### src/rtl/skitter_meas_ctrl.sv
// Measurement sequencer for the skitter edge-position path: clear, settle, acquire, then stream out bins.
// Optional build macro SKITTER_SAT_FLAG_EN adds sat_flag and early ACQ exit on delay-line overrun.
module skitter_meas_ctrl #(
    parameter int NUM_BINS = 11,
    parameter int CNT_W    = 5,
    parameter int CODE_W   = 6,
    parameter int CODE_LO  = 17,
    parameter int CODE_HI  = 38,
    parameter int SAMP_W   = 16
) (
    input  logic              clk,
    input  logic              rst,
    input  logic              start,
    input  logic              abort,
    input  logic [7:0]        cfg_settle,
    input  logic [SAMP_W-1:0] cfg_samples,
    input  logic [CODE_W-1:0] en_in,
    input  logic [CNT_W-1:0]  bin_cnt,
    output logic              hist_clr,
    output logic              hist_en,
    output logic [3:0]        bin_sel,
    output logic              rd_valid,
    input  logic              rd_ready,
    output logic [3:0]        rd_bin,
    output logic [CNT_W-1:0]  rd_count,
    output logic              busy,
    output logic              done,
    output logic [CODE_W-1:0] edge_min,
    output logic [CODE_W-1:0] edge_max,
    output logic              err,
`ifdef SKITTER_SAT_FLAG_EN
    output logic              sat_flag,
`endif
    output logic [2:0]        dbg_state
);

    // Readout handshake: a word moves on any cycle where rd_valid && rd_ready are both high;
    // rd_bin/rd_count stay frozen while rd_valid is high and rd_ready is low.

    typedef enum logic [2:0] {
        IDLE   = 3'd0,
        CLEAR  = 3'd1,
        SETTLE = 3'd2,
        ACQ    = 3'd3,
        LOAD   = 3'd4,
        OUT    = 3'd5,
        DONE   = 3'd6
    } state_t;

    localparam logic [CODE_W-1:0] CODE_LO_C  = CODE_W'(CODE_LO);
    localparam logic [CODE_W-1:0] CODE_HI_C  = CODE_W'(CODE_HI);
    localparam logic [3:0]        LAST_BIN_C = 4'(NUM_BINS - 1);
    localparam logic [SAMP_W-1:0] ONE_C      = SAMP_W'(1);

    state_t              state_q, state_d;
    logic [7:0]          settle_q, settle_d;
    logic [SAMP_W-1:0]   samples_q, samples_d;
    logic [SAMP_W-1:0]   cnt_q, cnt_d;
    logic [3:0]          bin_sel_q, bin_sel_d;
    logic [3:0]          rd_bin_q, rd_bin_d;
    logic [CNT_W-1:0]    rd_count_q, rd_count_d;
    logic [CODE_W-1:0]   edge_min_q, edge_min_d;
    logic [CODE_W-1:0]   edge_max_q, edge_max_d;
    logic                err_q, err_d;
`ifdef SKITTER_SAT_FLAG_EN
    localparam logic [CODE_W-1:0] CODE_OVR_C = CODE_W'(CODE_HI + 1);
    logic                sat_q, sat_d;
    logic [1:0]          ovr_q, ovr_d;
`endif

    always_ff @(posedge clk) begin
        if (rst) begin
            state_q    <= IDLE;
            settle_q   <= '0;
            samples_q  <= '0;
            cnt_q      <= '0;
            bin_sel_q  <= '0;
            rd_bin_q   <= '0;
            rd_count_q <= '0;
            edge_min_q <= '1;
            edge_max_q <= '0;
            err_q      <= 1'b0;
`ifdef SKITTER_SAT_FLAG_EN
            sat_q      <= 1'b0;
            ovr_q      <= '0;
`endif
        end else begin
            state_q    <= state_d;
            settle_q   <= settle_d;
            samples_q  <= samples_d;
            cnt_q      <= cnt_d;
            bin_sel_q  <= bin_sel_d;
            rd_bin_q   <= rd_bin_d;
            rd_count_q <= rd_count_d;
            edge_min_q <= edge_min_d;
            edge_max_q <= edge_max_d;
            err_q      <= err_d;
`ifdef SKITTER_SAT_FLAG_EN
            sat_q      <= sat_d;
            ovr_q      <= ovr_d;
`endif
        end
    end

    always_comb begin
        state_d    = state_q;
        settle_d   = settle_q;
        samples_d  = samples_q;
        cnt_d      = cnt_q;
        bin_sel_d  = bin_sel_q;
        rd_bin_d   = rd_bin_q;
        rd_count_d = rd_count_q;
        edge_min_d = edge_min_q;
        edge_max_d = edge_max_q;
        err_d      = err_q;
`ifdef SKITTER_SAT_FLAG_EN
        sat_d      = sat_q;
        ovr_d      = ovr_q;
`endif

        unique case (state_q)
            IDLE: begin
                if (start) begin
                    settle_d  = cfg_settle;
                    samples_d = cfg_samples;
                    state_d   = CLEAR;
                end
            end
            CLEAR: begin
                edge_min_d = '1;
                edge_max_d = '0;
                err_d      = 1'b0;
                bin_sel_d  = '0;
`ifdef SKITTER_SAT_FLAG_EN
                sat_d      = 1'b0;
                ovr_d      = '0;
`endif
                if (settle_q != 8'd0) begin
                    cnt_d   = SAMP_W'(settle_q);
                    state_d = SETTLE;
                end else if (samples_q != '0) begin
                    cnt_d   = samples_q;
                    state_d = ACQ;
                end else begin
                    state_d = LOAD;
                end
            end
            SETTLE: begin
                if (cnt_q == ONE_C) begin
                    cnt_d   = samples_q;
                    state_d = (samples_q != '0) ? ACQ : LOAD;
                end else begin
                    cnt_d = cnt_q - ONE_C;
                end
            end
            ACQ: begin
                if (en_in >= CODE_LO_C && en_in <= CODE_HI_C) begin
                    if (en_in < edge_min_q) edge_min_d = en_in;
                    if (en_in > edge_max_q) edge_max_d = en_in;
                end else begin
                    err_d = 1'b1;
                end
                cnt_d = cnt_q - ONE_C;
                if (cnt_q == ONE_C) state_d = LOAD;
`ifdef SKITTER_SAT_FLAG_EN
                // Four consecutive overrun codes mean the edge fell off the delay line.
                if (en_in == CODE_OVR_C) begin
                    if (ovr_q == 2'd3) state_d = LOAD;
                    else               ovr_d   = ovr_q + 2'd1;
                end else begin
                    ovr_d = '0;
                end
`endif
            end
            LOAD: begin
                rd_bin_d   = bin_sel_q;
                rd_count_d = bin_cnt;
                state_d    = OUT;
            end
            OUT: begin
`ifdef SKITTER_SAT_FLAG_EN
                if (rd_count_q == '1) sat_d = 1'b1;
`endif
                if (rd_ready) begin
                    if (bin_sel_q == LAST_BIN_C) begin
                        state_d = DONE;
                    end else begin
                        bin_sel_d = bin_sel_q + 4'd1;
                        state_d   = LOAD;
                    end
                end
            end
            DONE: state_d = IDLE;
            default: state_d = IDLE;
        endcase

        // Abort wins over everything; run results stay as they were.
        if (abort) begin
            state_d    = IDLE;
            edge_min_d = edge_min_q;
            edge_max_d = edge_max_q;
            err_d      = err_q;
`ifdef SKITTER_SAT_FLAG_EN
            sat_d      = sat_q;
`endif
        end
    end

    assign hist_clr  = (state_q == CLEAR);
    assign hist_en   = (state_q == ACQ);
    assign rd_valid  = (state_q == OUT);
    assign busy      = (state_q != IDLE);
    assign done      = (state_q == DONE);
    assign bin_sel   = bin_sel_q;
    assign rd_bin    = rd_bin_q;
    assign rd_count  = rd_count_q;
    assign edge_min  = edge_min_q;
    assign edge_max  = edge_max_q;
    assign err       = err_q;
    assign dbg_state = state_q;
`ifdef SKITTER_SAT_FLAG_EN
    assign sat_flag  = sat_q;
`endif

endmodule

### config.mk
export PLATFORM = sky130hd
export DESIGN_NAME = skitter_meas_ctrl
export DESIGN_NICKNAME = d
export VERILOG_FILES = /design/src/rtl/skitter_meas_ctrl.sv
export SDC_FILE = /design/constraint.sdc
export NUM_CORES = 1
export LEC_CHECK = 0
export CAP_MARGIN = 20
export CORE_MARGIN = 5
export CORE_UTILIZATION = 47
export DETAILED_ROUTE_END_ITERATION = 12
export GPL_ROUTABILITY_DRIVEN = 0
export PLACE_DENSITY = 0.77
export RECOVER_POWER = 100
export SLEW_MARGIN = 5
export SYNTH_ARGS = -nofsm -noshare
export SYNTH_HDL_FRONTEND = slang
export SYNTH_SLANG_ARGS = --single-unit
### constraint.sdc
create_clock -name clk -period 1.8 [get_ports clk]
set_input_delay 0.18 -clock clk [delete_from_list [all_inputs] [get_ports clk]]
set_output_delay 0.18 -clock clk [all_outputs]
set_load 0.05 [all_outputs]
==> report_table.html <==
<table>
<tr><th>Metric</th><th>Value</th></tr>
<tr><th colspan="2">GRT</th></tr>
<tr><td>Largest net degree at the start of global routing</td><td>27</td></tr>
<tr><td>Tot GR Track Use</td><td>0.222</td></tr>
<tr><td>Overflow left after global routing</td><td>0</td></tr>
<tr><td>Global-route wire length before repair</td><td>18.0 mm</td></tr>
<tr><td>Via count of the first global-routing pass</td><td>3,791</td></tr>
<tr><td>Initial antenna violation count</td><td>0</td></tr>
<tr><th colspan="2">Detailed routing</th></tr>
<tr><td>Drt pass-1 iters</td><td>5</td></tr>
<tr><td>Initial DRC Count</td><td>366</td></tr>
<tr><td>DR vias</td><td>4,003</td></tr>
<tr><td>Average detailed-routed wire length per instance</td><td>15.9 µm</td></tr>
<tr><td>Final routed wirelength across all metal layers</td><td>11.4 mm</td></tr>
<tr><td>DRC violation count after routing</td><td>0</td></tr>
<tr><td>Vias per Instance</td><td>5.57</td></tr>
<tr><td>Number of antenna-violating nets in the routed design</td><td>0</td></tr>
<tr><th colspan="2">Synth</th></tr>
<tr><td>Per-instance average area after synthesis</td><td>8.10 µm²</td></tr>
<tr><td>Yosys Warn Count</td><td>0</td></tr>
<tr><td>Top post-synthesis cells by area</td><td>sky130_fd_sc_hd__dfxtp_1 37%, sky130_fd_sc_hd__nand2_1 7.2%, sky130_fd_sc_hd__a21oi_1 5.2%</td></tr>
<tr><td>Number of cells produced by synthesis</td><td>464</td></tr>
<tr><td>Async set-or-reset flop fraction in the synthesized netlist</td><td>0</td></tr>
<tr><td>Flip-flop and latch count after synthesis</td><td>69</td></tr>
<tr><td>Largest area contributor in the synthesized netlist</td><td>sky130_fd_sc_hd__dfxtp_1</td></tr>
<tr><td>Number of synthesized flops with an enable pin</td><td>0</td></tr>
<tr><td>Post-Synthesis Cell Area</td><td>3760 µm²</td></tr>
<tr><td>Flip-flop cell with the highest count after synthesis</td><td>sky130_fd_sc_hd__dfxtp_1</td></tr>
<tr><td>Synthesized netlist net count</td><td>519</td></tr>
<tr><td>Netlist cell types</td><td>61</td></tr>
<tr><td>Fraction of the yosys area taken by sequential cells</td><td>0.367</td></tr>
<tr><td>Top-area cell type share of the netlist area</td><td>0.367</td></tr>
<tr><th colspan="2">Floorplan</th></tr>
<tr><td>Overall die width</td><td>99.4 µm</td></tr>
<tr><td>Number of standard-cell rows in the floorplan</td><td>32</td></tr>
<tr><td>Number of top-level pins</td><td>74</td></tr>
<tr><td>Starting density of the core</td><td>0.484</td></tr>
<tr><td>Die footprint</td><td>9890 µm²</td></tr>
<tr><td>Floorplan Core Area</td><td>7770 µm²</td></tr>
<tr><td>Chip height</td><td>99.4 µm</td></tr>
<tr><th colspan="2">Timing</th></tr>
<tr><td>Unrepaired setup endpoints after global routing</td><td>true</td></tr>
<tr><td>Peak Freq</td><td>0.523 GHz</td></tr>
<tr><td>Min Hold Slack</td><td>0.291 ns</td></tr>
<tr><td>Hold Vio Cnt, Final</td><td>0</td></tr>
<tr><td>Slew Limit Headroom</td><td>0.594</td></tr>
<tr><td>Transition time of the tightest slew-check pin</td><td>0.612 ns</td></tr>
<tr><td>Clk_skew</td><td>0.00563 ns</td></tr>
<tr><td>Count of final max-slew check failures</td><td>0</td></tr>
<tr><td>Final setup violation count</td><td>20</td></tr>
<tr><td>Fin worst setup slack</td><td>-0.113 ns</td></tr>
<tr><td>Clock period minus final worst setup slack</td><td>1.91 ns</td></tr>
<tr><td>Total Negative Setup Slacks</td><td>-1.06 ns</td></tr>
<tr><td>Share of the clock period used by the worst path</td><td>1.06</td></tr>
<tr><th colspan="2">Setup path</th></tr>
<tr><td>Top fanout value on the critical path</td><td>5</td></tr>
<tr><td>Endpoint of the worst register-to-register path</td><td>cnt_q[8]$_SDFFE_PP0P_</td></tr>
<tr><td>Worst-case reg-to-reg path depth</td><td>8</td></tr>
<tr><td>Category of the worst setup path capture point</td><td>flip-flop</td></tr>
<tr><td>RR Startpoint</td><td>cnt_q[1]$_SDFFE_PP0P_</td></tr>
<tr><td>Startpoint types</td><td>flip-flop</td></tr>
<tr><td>Endpoint required time on the critical path</td><td>2.04 ns</td></tr>
<tr><td>Critical setup path kind</td><td>flip-flop to flip-flop</td></tr>
<tr><td>Reg-to-reg slack, setup</td><td>-0.11 ns</td></tr>
<tr><td>Critical path arrival</td><td>2.15 ns</td></tr>
<tr><th colspan="2">Clock tree</th></tr>
<tr><td>Buffers from clock root to sink, at most</td><td>2</td></tr>
<tr><td>Clock buffers created by TritonCTS</td><td>9</td></tr>
<tr><td>H-tree levels</td><td>3</td></tr>
<tr><td>Hold-fix buffers, CTS</td><td>0</td></tr>
<tr><td>Clock tree from TritonCTS</td><td>done</td></tr>
<tr><td>Clock latency at the later pin of the worst-skew pair</td><td>0.36 ns</td></tr>
<tr><td>Clock transition at path regs</td><td>0.07 ns</td></tr>
<tr><td>Clock sinks</td><td>69</td></tr>
<tr><td>CTS root buffer</td><td>sky130_fd_sc_hd__clkbuf_8</td></tr>
<tr><th colspan="2">Final layout</th></tr>
<tr><td>Fraction of final layout cells with drive strength greater than 1</td><td>0.258</td></tr>
<tr><td>Area grow syn2layout</td><td>48.1%</td></tr>
<tr><td>Net count of the finished layout</td><td>667</td></tr>
<tr><td>Antenna cell count</td><td>0</td></tr>
<tr><th colspan="2">Placed design</th></tr>
<tr><td>DPL Wire Length</td><td>8.40 mm</td></tr>
<tr><td>Buffers added on ports</td><td>73</td></tr>
<tr><th colspan="2">Outcome</th></tr>
<tr><td>Status</td><td>complete, but fails checks</td></tr>
<tr><td>Violated checks</td><td>negative setup slack</td></tr>
<tr><th colspan="2">Power and ir drop</th></tr>
<tr><td>Areal power density over the cells</td><td>725 nW/µm²</td></tr>
<tr><td>Max rail drop VDD</td><td>616 µV</td></tr>
<tr><td>Leakage component of the power</td><td>2.32 nW</td></tr>
<tr><th colspan="2">Worst hold path</th></tr>
<tr><td>Hold_sp</td><td>en_in[0]</td></tr>
<tr><td>Type of the tightest min-delay check</td><td>primary input to flip-flop</td></tr>
<tr><td>Count of cells along the worst hold path</td><td>3</td></tr>
<tr><td>Hold EP</td><td>edge_max[0]$_SDFFE_PP0P_</td></tr>
<tr><th colspan="2">Job</th></tr>
<tr><td>Count of max-cap constraint violations</td><td>0</td></tr>
</table>
==> power by group <==
group | leakage [nW] | internal [mW] | switching (mW)
Clock | 0.0877 | 0.576 | 0.574
Combinational | 1.66 | 0.597 | 0.635
Sequential | 0.563 | 1.59 | 0.0615
==> state kept, by name (all words and copies together), names as in the netlist <==
register	count
settle_q	8
rd_count	5
edge_min	6
dbg_state	3
bin_sel	4
cnt_q	16
samples_q	16
err	1
rd_bin	4
edge_max	6
==> through the flow <==
step                std cells  power [mW]  utilization  setup WS [ns]  cell area, µm²
floorplan                 464        2.28            -        -0.0231            3850
global placement          700        2.76        0.680         -0.393            5280
detailed placement        700        2.79        0.680         -0.492            5280
CTS                       716        3.98        0.708        -0.0798            5500
global route              719        4.22        0.717         -0.195            5570
finish                    719        4.04        0.717         -0.113            5570
==> area by class of cell <==
cell class                      count  area, µm²
Clock inverter                      1       5.00
Inverter                           23       88.8
Sequential cell                    69       1390
Clock buffer                       15        166
Multi-Input combinational cell    346       2360
Timing Repair Buffer              163       1430
Tap cell                          102        128
Fill cell                         604       2200
==> critical path: stages, from the launching register on <==
cell and delay (ns):
sky130_fd_sc_hd__dfxtp_2 0.33, sky130_fd_sc_hd__inv_2 0.07, sky130_fd_sc_hd__buf_4 0.10, sky130_fd_sc_hd__ha_2 0.18, sky130_fd_sc_hd__or3b_4 0.44, sky130_fd_sc_hd__nor3_2 0.16, sky130_fd_sc_hd__xor2_1 0.14, sky130_fd_sc_hd__a221oi_2 0.31
sky130_fd_sc_hd__nor2_1 0.07
==> Yosys cell counts (all sizes together) (10+ instances only) <==
master and number:
nor3 15, mux2i 15, ha 15, buf 10
o21ai 34, nor4 11, a32o 13, nand2 72
inv 23, nor2 43, clkbuf 16, dfxtp 69
a21oi 40
==> cells by family after synthesis <==
family                   after synthesis  share of synthesized area
multiplexers                          15                     0.0399
AND/OR/NAND/NOR                      183                      0.245
buffers and inverters                 49                     0.0579
XOR/XNOR                               5                     0.0116
adder cells (fa/ha/maj)               15                     0.0499
flip-flops                            69                      0.367
AO/OA/AOI/OAI                        128                      0.228
==> per-layer routing <==
metal | global-route usage | vias to the layer above | wire (µm)
li1 | - | 1969 | -
met1 | 0.291 | 1857 | 4970
met2 | 0.360 | 158 | 5530
met3 | 0.0554 | 19 | 737
met4 | 0.0683 | 0 | 193
met5 | 0 | - | 0
==> worst max-delay path by stage <==
| stage | from | end | depth (start not counted) |
|---|---|---|---|
| finish | cnt_q[1]$_SDFFE_PP0P_ | cnt_q[8]$_SDFFE_PP0P_ | 8 |
| global route | cnt_q[1]$_SDFFE_PP0P_ | cnt_q[1]$_SDFFE_PP0P_ | 9 |
| CTS | cnt_q[1]$_SDFFE_PP0P_ | cnt_q[1]$_SDFFE_PP0P_ | 9 |
| detailed placement | en_in[3] | edge_max[2]$_SDFFE_PP0P_ | 7 |
| global placement | en_in[3] | edge_max[0]$_SDFFE_PP0P_ | 7 |
| floorplan | edge_max[2]$_SDFFE_PP0P_ | edge_max[0]$_SDFFE_PP0P_ | 8 |
==> cells in the final DEF, fill, tap and decap left out, types with 7 or more instances in the layout <==
master,synthesis,final
sky130_fd_sc_hd__o21ai_0,17,14
sky130_fd_sc_hd__dfxtp_1,69,64
sky130_fd_sc_hd__a21oi_1,39,38
sky130_fd_sc_hd__nand3_1,8,8
sky130_fd_sc_hd__nand2_1,72,70
sky130_fd_sc_hd__a32o_1,13,12
sky130_fd_sc_hd__clkdlybuf4s50_1,0,57
sky130_fd_sc_hd__mux2i_1,15,15
sky130_fd_sc_hd__a31oi_1,8,7
sky130_fd_sc_hd__nor3_1,14,13
sky130_fd_sc_hd__inv_2,2,7
sky130_fd_sc_hd__o21ai_1,17,20
sky130_fd_sc_hd__clkbuf_8,0,11
sky130_fd_sc_hd__buf_4,1,82
sky130_fd_sc_hd__nand2b_1,7,7
sky130_fd_sc_hd__inv_1,21,15
sky130_fd_sc_hd__clkbuf_1,16,8
sky130_fd_sc_hd__ha_1,15,8
sky130_fd_sc_hd__nor2_1,42,40
==> timing repair <==
action	CTS	global route
resized for setup	18	23
gates cloned	0	1
hold endpoints to repair	0	0
buffers inserted	1	2
pin swaps	1	10
setup endpoints to repair	30	31
Note: power is estimated with default switching activity, not from simulation.
